==> config.mk <==
export PLATFORM = sky130hd
export DESIGN_NAME = icache_axi_refill
export DESIGN_NICKNAME = d
export VERILOG_FILES = /design/src/rtl/icache_axi_refill_pkg.sv /design/src/rtl/icache_axi_refill.sv
export SDC_FILE = /design/constraint.sdc
export NUM_CORES = 1
export LEC_CHECK = 0
export BUFFER_PORTS_ARGS = -buffer_cell sky130_fd_sc_hd__buf_2
export CORE_ASPECT_RATIO = 1.25
export CORE_MARGIN = 2
export CORE_UTILIZATION = 42
export CTS_BUF_LIST = sky130_fd_sc_hd__clkbuf_4 sky130_fd_sc_hd__clkbuf_8
export CTS_CLUSTER_DIAMETER = 120
export CTS_CLUSTER_SIZE = 10
export DETAILED_ROUTE_END_ITERATION = 16
export PLACE_DENSITY = 0.8
export SYNTH_ARGS = -nofsm -noshare
export SYNTH_HDL_FRONTEND = slang
export SYNTH_SLANG_ARGS = --single-unit
==> constraint.sdc <==
create_clock -name clk -period 1.3 [get_ports clk]
set_input_delay 0.13 -clock clk [delete_from_list [all_inputs] [get_ports clk]]
set_output_delay 0.13 -clock clk [all_outputs]
set_load 0.005 [all_outputs]
==> src/rtl/icache_axi_refill_pkg.sv <==
// Shared definitions for the instruction-cache AXI refill engine:
// FSM state encoding, AXI field constants and line-address helpers.
package icache_axi_refill_pkg;

  typedef enum logic [2:0] {
    ICACHE_REFILL_STATE_IDLE = 3'd0,
    ICACHE_REFILL_STATE_ADDR = 3'd1,
    ICACHE_REFILL_STATE_DATA = 3'd2,
    ICACHE_REFILL_STATE_LAST = 3'd3,
    ICACHE_REFILL_STATE_DONE = 3'd4
  } refill_state_e;

  localparam logic [1:0] AXI_BURST_INCR    = 2'b01;
  localparam logic [2:0] AXI_SIZE_4B       = 3'b010;
  localparam logic [1:0] AXI_RESP_OKAY     = 2'b00;
  localparam int         ICACHE_LINE_BEATS = 4;

  // Align a byte address to the start of its 16-byte cache line.
  function automatic logic [31:0] line_align(input logic [31:0] addr);
    return {addr[31:4], 4'b0000};
  endfunction

endpackage

==> src/rtl/icache_axi_refill.sv <==
// Refill engine: turns one line request from the I-cache controller into a
// single 4-beat AXI4 INCR read burst, forwards every beat with its word
// offset and closes each transaction with a one-cycle done pulse.
module icache_axi_refill
  import icache_axi_refill_pkg::*;
#(
  parameter logic [3:0] ID_VALUE = 4'h0,
  parameter int         BEATS    = ICACHE_LINE_BEATS
) (
  input  logic        clk,
  input  logic        rst,
  input  logic [31:0] refill_addr,
  input  logic        refill_start,
  output logic        refill_busy,
  output logic        refill_done,
  output logic [31:0] refill_data,
  output logic [1:0]  refill_word,
  output logic        refill_data_valid,
  output logic        refill_error,
  output logic [3:0]  m_axi_arid,
  output logic [31:0] m_axi_araddr,
  output logic [7:0]  m_axi_arlen,
  output logic [2:0]  m_axi_arsize,
  output logic [1:0]  m_axi_arburst,
  output logic        m_axi_arvalid,
  input  logic        m_axi_arready,
  input  logic [3:0]  m_axi_rid,
  input  logic [31:0] m_axi_rdata,
  input  logic [1:0]  m_axi_rresp,
  input  logic        m_axi_rlast,
  input  logic        m_axi_rvalid,
  output logic        m_axi_rready
);

  localparam logic [1:0] LAST_BEAT = 2'(BEATS - 1);

  refill_state_e state_r;
  logic [1:0]    beat_cnt_r;
  logic [31:0]   araddr_r;
  logic          arvalid_r;
  logic          rready_r;
  logic          busy_r;
  logic          done_r;
  logic [31:0]   data_r;
  logic [1:0]    word_r;
  logic          data_valid_r;
  logic          error_r;
  logic          beat_hs_s;
  logic          beat_bad_s;
  logic          unused_s;

  // The read ID is not checked and the byte offset within a line is irrelevant.
  assign unused_s = ^{m_axi_rid, refill_addr[3:0]};

  // A beat is accepted on the R handshake; it is flagged bad on a non-OKAY
  // response or when rlast disagrees with the beat counter.
  assign beat_hs_s  = rready_r & m_axi_rvalid;
  assign beat_bad_s = (m_axi_rresp != AXI_RESP_OKAY) |
                      (m_axi_rlast != (beat_cnt_r == LAST_BEAT));

  // Refill FSM with all outputs registered; the beat counter alone decides
  // when the burst ends, so exactly BEATS beats are always consumed.
  always_ff @(posedge clk) begin
    if (rst) begin
      state_r      <= ICACHE_REFILL_STATE_IDLE;
      beat_cnt_r   <= 2'd0;
      araddr_r     <= 32'd0;
      arvalid_r    <= 1'b0;
      rready_r     <= 1'b0;
      busy_r       <= 1'b0;
      done_r       <= 1'b0;
      data_r       <= 32'd0;
      word_r       <= 2'd0;
      data_valid_r <= 1'b0;
      error_r      <= 1'b0;
    end else begin
      data_valid_r <= 1'b0;
      done_r       <= 1'b0;
      case (state_r)
        ICACHE_REFILL_STATE_IDLE: begin
          if (refill_start) begin
            state_r    <= ICACHE_REFILL_STATE_ADDR;
            araddr_r   <= line_align(refill_addr);
            beat_cnt_r <= 2'd0;
            error_r    <= 1'b0;
            arvalid_r  <= 1'b1;
            busy_r     <= 1'b1;
          end
        end
        ICACHE_REFILL_STATE_ADDR: begin
          if (arvalid_r && m_axi_arready) begin
            arvalid_r <= 1'b0;
            rready_r  <= 1'b1;
            state_r   <= ICACHE_REFILL_STATE_DATA;
          end
        end
        ICACHE_REFILL_STATE_DATA: begin
          if (beat_hs_s) begin
            data_r       <= m_axi_rdata;
            word_r       <= beat_cnt_r;
            data_valid_r <= 1'b1;
            beat_cnt_r   <= beat_cnt_r + 2'd1;
            if (beat_bad_s) begin
              error_r <= 1'b1;
            end
            if (beat_cnt_r == LAST_BEAT) begin
              rready_r <= 1'b0;
              state_r  <= ICACHE_REFILL_STATE_LAST;
            end
          end
        end
        ICACHE_REFILL_STATE_LAST: begin
          done_r  <= 1'b1;
          state_r <= ICACHE_REFILL_STATE_DONE;
        end
        ICACHE_REFILL_STATE_DONE: begin
          busy_r  <= 1'b0;
          state_r <= ICACHE_REFILL_STATE_IDLE;
        end
        default: begin
          state_r   <= ICACHE_REFILL_STATE_IDLE;
          arvalid_r <= 1'b0;
          rready_r  <= 1'b0;
          busy_r    <= 1'b0;
        end
      endcase
    end
  end

  assign refill_busy       = busy_r;
  assign refill_done       = done_r;
  assign refill_data       = data_r;
  assign refill_word       = word_r;
  assign refill_data_valid = data_valid_r;
  assign refill_error      = error_r;

  assign m_axi_arid    = ID_VALUE;
  assign m_axi_araddr  = araddr_r;
  assign m_axi_arlen   = 8'(BEATS - 1);
  assign m_axi_arsize  = AXI_SIZE_4B;
  assign m_axi_arburst = AXI_BURST_INCR;
  assign m_axi_arvalid = arvalid_r;
  assign m_axi_rready  = rready_r;

endmodule

After elaboration in Yosys (flattened, before gate mapping)

Cells that the tools add are included.

Reduce and logical (&&, ||, !) cells: 16
Bitwise gates (word level): 6
Equal/unequal tests: 11
Muxes and demuxes: 22
$add $sub $neg: 1

Operator list:

| cell                                           | number |
|---|---|
| 2-to-1 mux 3 bit                               | 4 |
| case mux 3 bit (4 select lines)                | 1 |
| AND reduction 4 bit                            | 3 |
| 2-to-1 mux 1 bit                               | 10 |
| != test 2 bit (second input constant)          | 5 |
| OR reduction 3 bit                             | 3 |
| == test 3 x 2 -> 1 bit (second input constant) | 2 |
| case mux 1 bit (3 select lines)                | 2 |
| AND reduction 2 bit                            | 3 |
| AND reduction 3 bit                            | 2 |
| 2-to-1 mux 2 bit                               | 2 |
| NOT 1 bit                                      | 4 |
| case mux 1 bit (2 select lines)                | 2 |
| case mux 2 bit (2 select lines)                | 1 |
| nonzero test 2 bit                             | 2 |
| == test 3 x 1 -> 1 bit (second input constant) | 1 |
| == test 3 bit (second input constant)          | 1 |
| zero test 3 bit                                | 1 |
| adder 2 x 1 -> 2 bit (second input constant)   | 1 |
| == test 2 bit (second input constant)          | 1 |
| OR reduction 2 bit                             | 1 |
| AND 1 bit                                      | 1 |
| logical AND 1 bit                              | 1 |
| != test 1 bit                                  | 1 |
| OR 1 bit                                       | 1 |

Output and inout port bits: 89
Logic and storage cells: 67
Bits of input ports: 76
Bits in registers: 73

Longest topological paths before layout

Word-level depth: 6
Depth in mapped cells: 6
Gate-level depth less buffers: 4

Worst setup path before layout

OpenSTA, ideal clock, no wires.

Kind: reg-to-reg
Start point: reg state_r[1]
End point: reg araddr_r[15] (netlist: m_axi_araddr[15])
Setup time: 0.142 ns
Path slack: -0.101 ns
Clock period less this slack: 1.401 ns
Stages on the path, launching flop included: 6
Arrival time: 1.259 ns
Data required time: 1.158 ns
Path buffers: 2
Cells stage by stage: dfxtp_1 -> buf_6 -> or4b_4 -> buf_6 -> nand2_2 -> a21oi_2

Word-level cells in the longest chain between the ends: 2

RTL lines:

| element                              | line                    | RTL |
|---|---|---|
| start, declared                      | icache_axi_refill.sv:37 | `refill_state_e state_r;` |
| start signal, assigned               | icache_axi_refill.sv:65 | `state_r <= ICACHE_REFILL_STATE_IDLE;` |
| start signal, assigned               | icache_axi_refill.sv:82 | `state_r <= ICACHE_REFILL_STATE_ADDR;` |
| start signal, assigned               | icache_axi_refill.sv:94 | `state_r <= ICACHE_REFILL_STATE_DATA;` |
| zero test 3 bit                      | icache_axi_refill.sv:79 | `case (state_r)` |
| AND reduction 2 bit (no source line) | n/a                     |  |
| end signal, assigned                 | icache_axi_refill.sv:83 | `araddr_r <= line_align(refill_addr);` |
| end, declared                        | icache_axi_refill.sv:39 | `logic [31:0] araddr_r;` |

No other way between the ends.
A chain may end at the register's enable or synchronous reset.

Worst setup path after layout

Start point: reg state_r[2]
End point: reg araddr_r[22] (netlist: m_axi_araddr[22])

The elaborated chain is that of the path after synthesis.

==> impl_results.rst <==
.. list-table::
   :header-rows: 1

   * - Metric
     - Value
   * - Unrepaired setup endpoints after global routing
     - yes
   * - Via total after detailed routing
     - between 2000 and 3000
   * - Final Cycle Share
     - 104%
   * - Number of maximum-capacitance constraint violations
     - 0
   * - Number of optimization iterations in the first detailed-route pass
     - 4
   * - Leading cell type in the layout, fill and taps excluded
     - buf_2
   * - Main combinational cell family by area after synthesis
     - compound AO/OA/AOI/OAI gates
   * - Average routed wire per standard cell
     - 14.1 µm
   * - Clock tree skew after final layout
     - approximately 8.9 ps
   * - Detailed-route vias per instance
     - 5.00
   * - Area after DPL
     - ~0.0038 mm²
   * - Data arrival, critical path
     - 1630 ps
   * - Diode count
     - 0
   * - Share of synthesized flip-flops with an asynchronous set or reset
     - 0%
   * - TritonCTS clock tree
     - done
   * - Overall power of the completed layout
     - between 5 and 6 mW
   * - Sequential cell area
     - around 0.0015 mm²
   * - Area share of fa/ha/maj cells after synthesis
     - 0.413%
   * - Clock tree root buffer cell
     - clkbuf_8
   * - Worst vdd ir
     - 0.837 mV
   * - Post-Syn Instances
     - roughly 360
   * - Number of synthesized register bits
     - 73
   * - Worst setup margin
     - -56.9 ps
   * - Initial antenna violation count
     - 0
   * - Height of the die
     - ~99 µm
   * - Remaining global-route overflow
     - 0
   * - Core Util, Final
     - 63.5%
   * - Critical-path maximum fanout
     - 7
   * - Final setup vio count
     - 38
   * - CTS Sinks
     - 73
   * - Cell leakage power
     - 1.95 nW
   * - Via count of the first global-routing pass
     - 2837
   * - Last weighted congestion value of the routability-driven placer
     - 0.784
   * - Maximum operating frequency
     - roughly 740 MHz
   * - Number of placed cells counting well taps
     - 570
   * - Type of the most critical hold path
     - in2reg
   * - Post-Synth XOR/XNOR Area
     - 0.289%
   * - Category of the worst setup path launch point
     - register
   * - Top-Level Pins
     - 165
   * - Hold_buf cts
     - 0
   * - Number of enable flip-flop cells after synthesis
     - 0
   * - Footprint of the multi-input gates
     - 0.00149 mm²
   * - Fin Hold WS
     - between 15 and 20 ps
   * - Synth Warn #
     - 0
   * - Core region area
     - between 0.006 and 0.007 mm²
   * - Post-Synth Simple-Gate Area
     - 19.3%
   * - Syn-to-layout area delta
     - 46.2%
   * - P per Cell Area
     - 1180 mW/mm²
   * - Hpwl dp
     - ~5400 µm
   * - Remaining antenna violation count after routing
     - 0
   * - CTS H-tree lvls
     - 3
   * - Sequential cell area fraction in the yosys report
     - 48.2%
   * - Clock tree buffer depth
     - 2
   * - Overall Global Routing Usage
     - between 10% and 20%
   * - Number of different library cells in the post-synthesis netlist
     - 36
   * - Detailed router's first-iteration violation count
     - 69
   * - Largest net degree at the start of global routing
     - 36
   * - Final std cells w/o fill
     - 595
   * - Path type of the worst setup path
     - reg2reg
   * - Effective utilization at floorplan
     - 43.5%
   * - Post-Syn Area
     - 0.00303 mm²
   * - Number of nets at the end of the flow
     - 578
   * - Die ar.
     - between 0.007 and 0.008 mm²
   * - Die width
     - 80.0 µm
   * - Post-synth top flop
     - dfxtp_1
   * - Final number of hold-violating endpoints
     - 0
   * - Post-Synthesis Mean Instance Area
     - 8.50 µm²
   * - Share of cell area taken by muxes after synthesis
     - less than 1%
   * - Share of final-layout standard cells stronger than drive strength 1
     - 52.3%
   * - Later-pin clock latency in the skew report
     - around 340 ps
   * - Failing checks
     - negative setup slack
   * - Run status
     - complete, but fails checks
   * - Aggregate routed wire length
     - around 8400 µm
   * - Data required time of the worst path
     - 1580 ps
   * - Count of fill cells added during filler insertion
     - 602
   * - Kind of capture point of the worst setup path
     - register
   * - First-pass GRT wire length
     - 12000 µm
   * - Most frequent cells in the layout
     - 135 x buf_2, 68 x dfxtp_1, 48 x a21oi_1, 41 x nand2_1, 36 x nand3_1
   * - Number of buffers created by CTS
     - 9
   * - Compound-Gate Fraction of Synth Area
     - between 10% and 20%
   * - Final Max Slew Viols
     - 0
   * - Post-route design area
     - 0.00443 mm²
   * - Clock edge transition at the registers on the reported setup and hold paths
     - approximately 80 ps
   * - Buffers on Ports
     - 135
   * - Site Rows
     - 34
   * - Number of design rule violations left after detail routing
     - 0
   * - Final min period
     - 1360 ps
[metrics by stage]
step / setup WS (ps) / TNS, ps
final: -56.9 / -1000
after CTS: -47.9 / -155
after global routing: -95.2 / -3460
after detailed placement: -48.7 / -461
after global placement: 2.74 / 0
after floorplan: -85.2 / -2030
[sequential cells by signal, indices dropped and copies added (netlist names)]
| name | flops |
|---|---|
| refill_data | 32 |
| m_axi_araddr | 28 |
| state_r | 3 |
| beat_cnt_r | 2 |
| refill_word | 2 |
| m_axi_arvalid | 1 |
| m_axi_rready | 1 |
| refill_busy | 1 |
| refill_data_valid | 1 |
| refill_done | 1 |
| refill_error | 1 |
[cells in the mapped netlist, types with 3 or more instances]
| cell | n | share of area (%) |
|---|---|---|
| buf_2 | 14 | 2.3 |
| a21oi_1 | 56 | 9.2 |
| o21ai_1 | 36 | 5.9 |
| nand3_1 | 36 | 5.9 |
| dfxtp_1 | 73 | 48 |
| nor3_1 | 4 | 0.66 |
| nor2b_1 | 3 | 0.62 |
| buf_6 | 5 | 1.9 |
| buf_4 | 23 | 5.7 |
| nand2_2 | 9 | 1.9 |
| a21oi_2 | 10 | 2.9 |
| clkbuf_1 | 10 | 1.2 |
| nand2_1 | 49 | 6.1 |
[critical path, stage by stage (launching register included)]
cell and delay, ps:
dfxtp_4 360, buf_6 130, nor4b_4 270, buf_6 180, buf_6 140, nand2_1 80
a21oi_2 130
[layout make-up]
type                       count  area share, %
clock buffer                  10           3.10
clock inverter                 5           2.34
inverter                       2          0.169
multi-input combinational    249           33.6
sequential                    73           33.2
tap                           90           2.54
timing repair buffer         166           25.0
[what timing repair did]
item,4_1_cts,5_1_grt
buffers inserted,0,1
endpoints found under the setup margin,30,64
cloned,0,9
pin swaps,0,66
gates resized for setup,2,67
[metal layers]
metal  vias up  GRT usage, %  share of wire, %
met5         -             0                 0
met4         0          9.78               2.1
met3        14          4.21               7.3
met2       127          32.8                51
met1      1370          21.3                40
li1       1466             -                 -
[report_power, final]
part / switching, mW / total (mW) / internal (mW) / leakage (nW)
registers: 0.0446 / 2.35 / 2.31 / 0.596
clock network: 0.822 / 2.14 / 1.32 / 0.122
logic: 0.387 / 0.757 / 0.370 / 1.23
total: 1.25 / 5.25 / 3.99 / 1.95
[kinds of logic (layout without fill, tap and decap cells)]
kind of cell    after synthesis  in the layout
simple gates                117            117
compound gates              107            107
flops                        73             73
buf+inv                      54            183
other cells                   2             21
mux                           2              2
fa+ha+maj                     1              1
xor+xnor                      1              1
[final timing paths]
check	startpoint	to	slack, ps	depth (start not counted)
setup / recovery	state_r[2]	m_axi_araddr[22]	-60	6
hold / removal	refill_addr[19]	m_axi_araddr[19]	20	3
setup reg to reg	state_r[2]	m_axi_araddr[22]	-60	6
hold reg to reg	refill_data[25]	refill_data[25]	450	2
(Power assumes the default switching activity.)
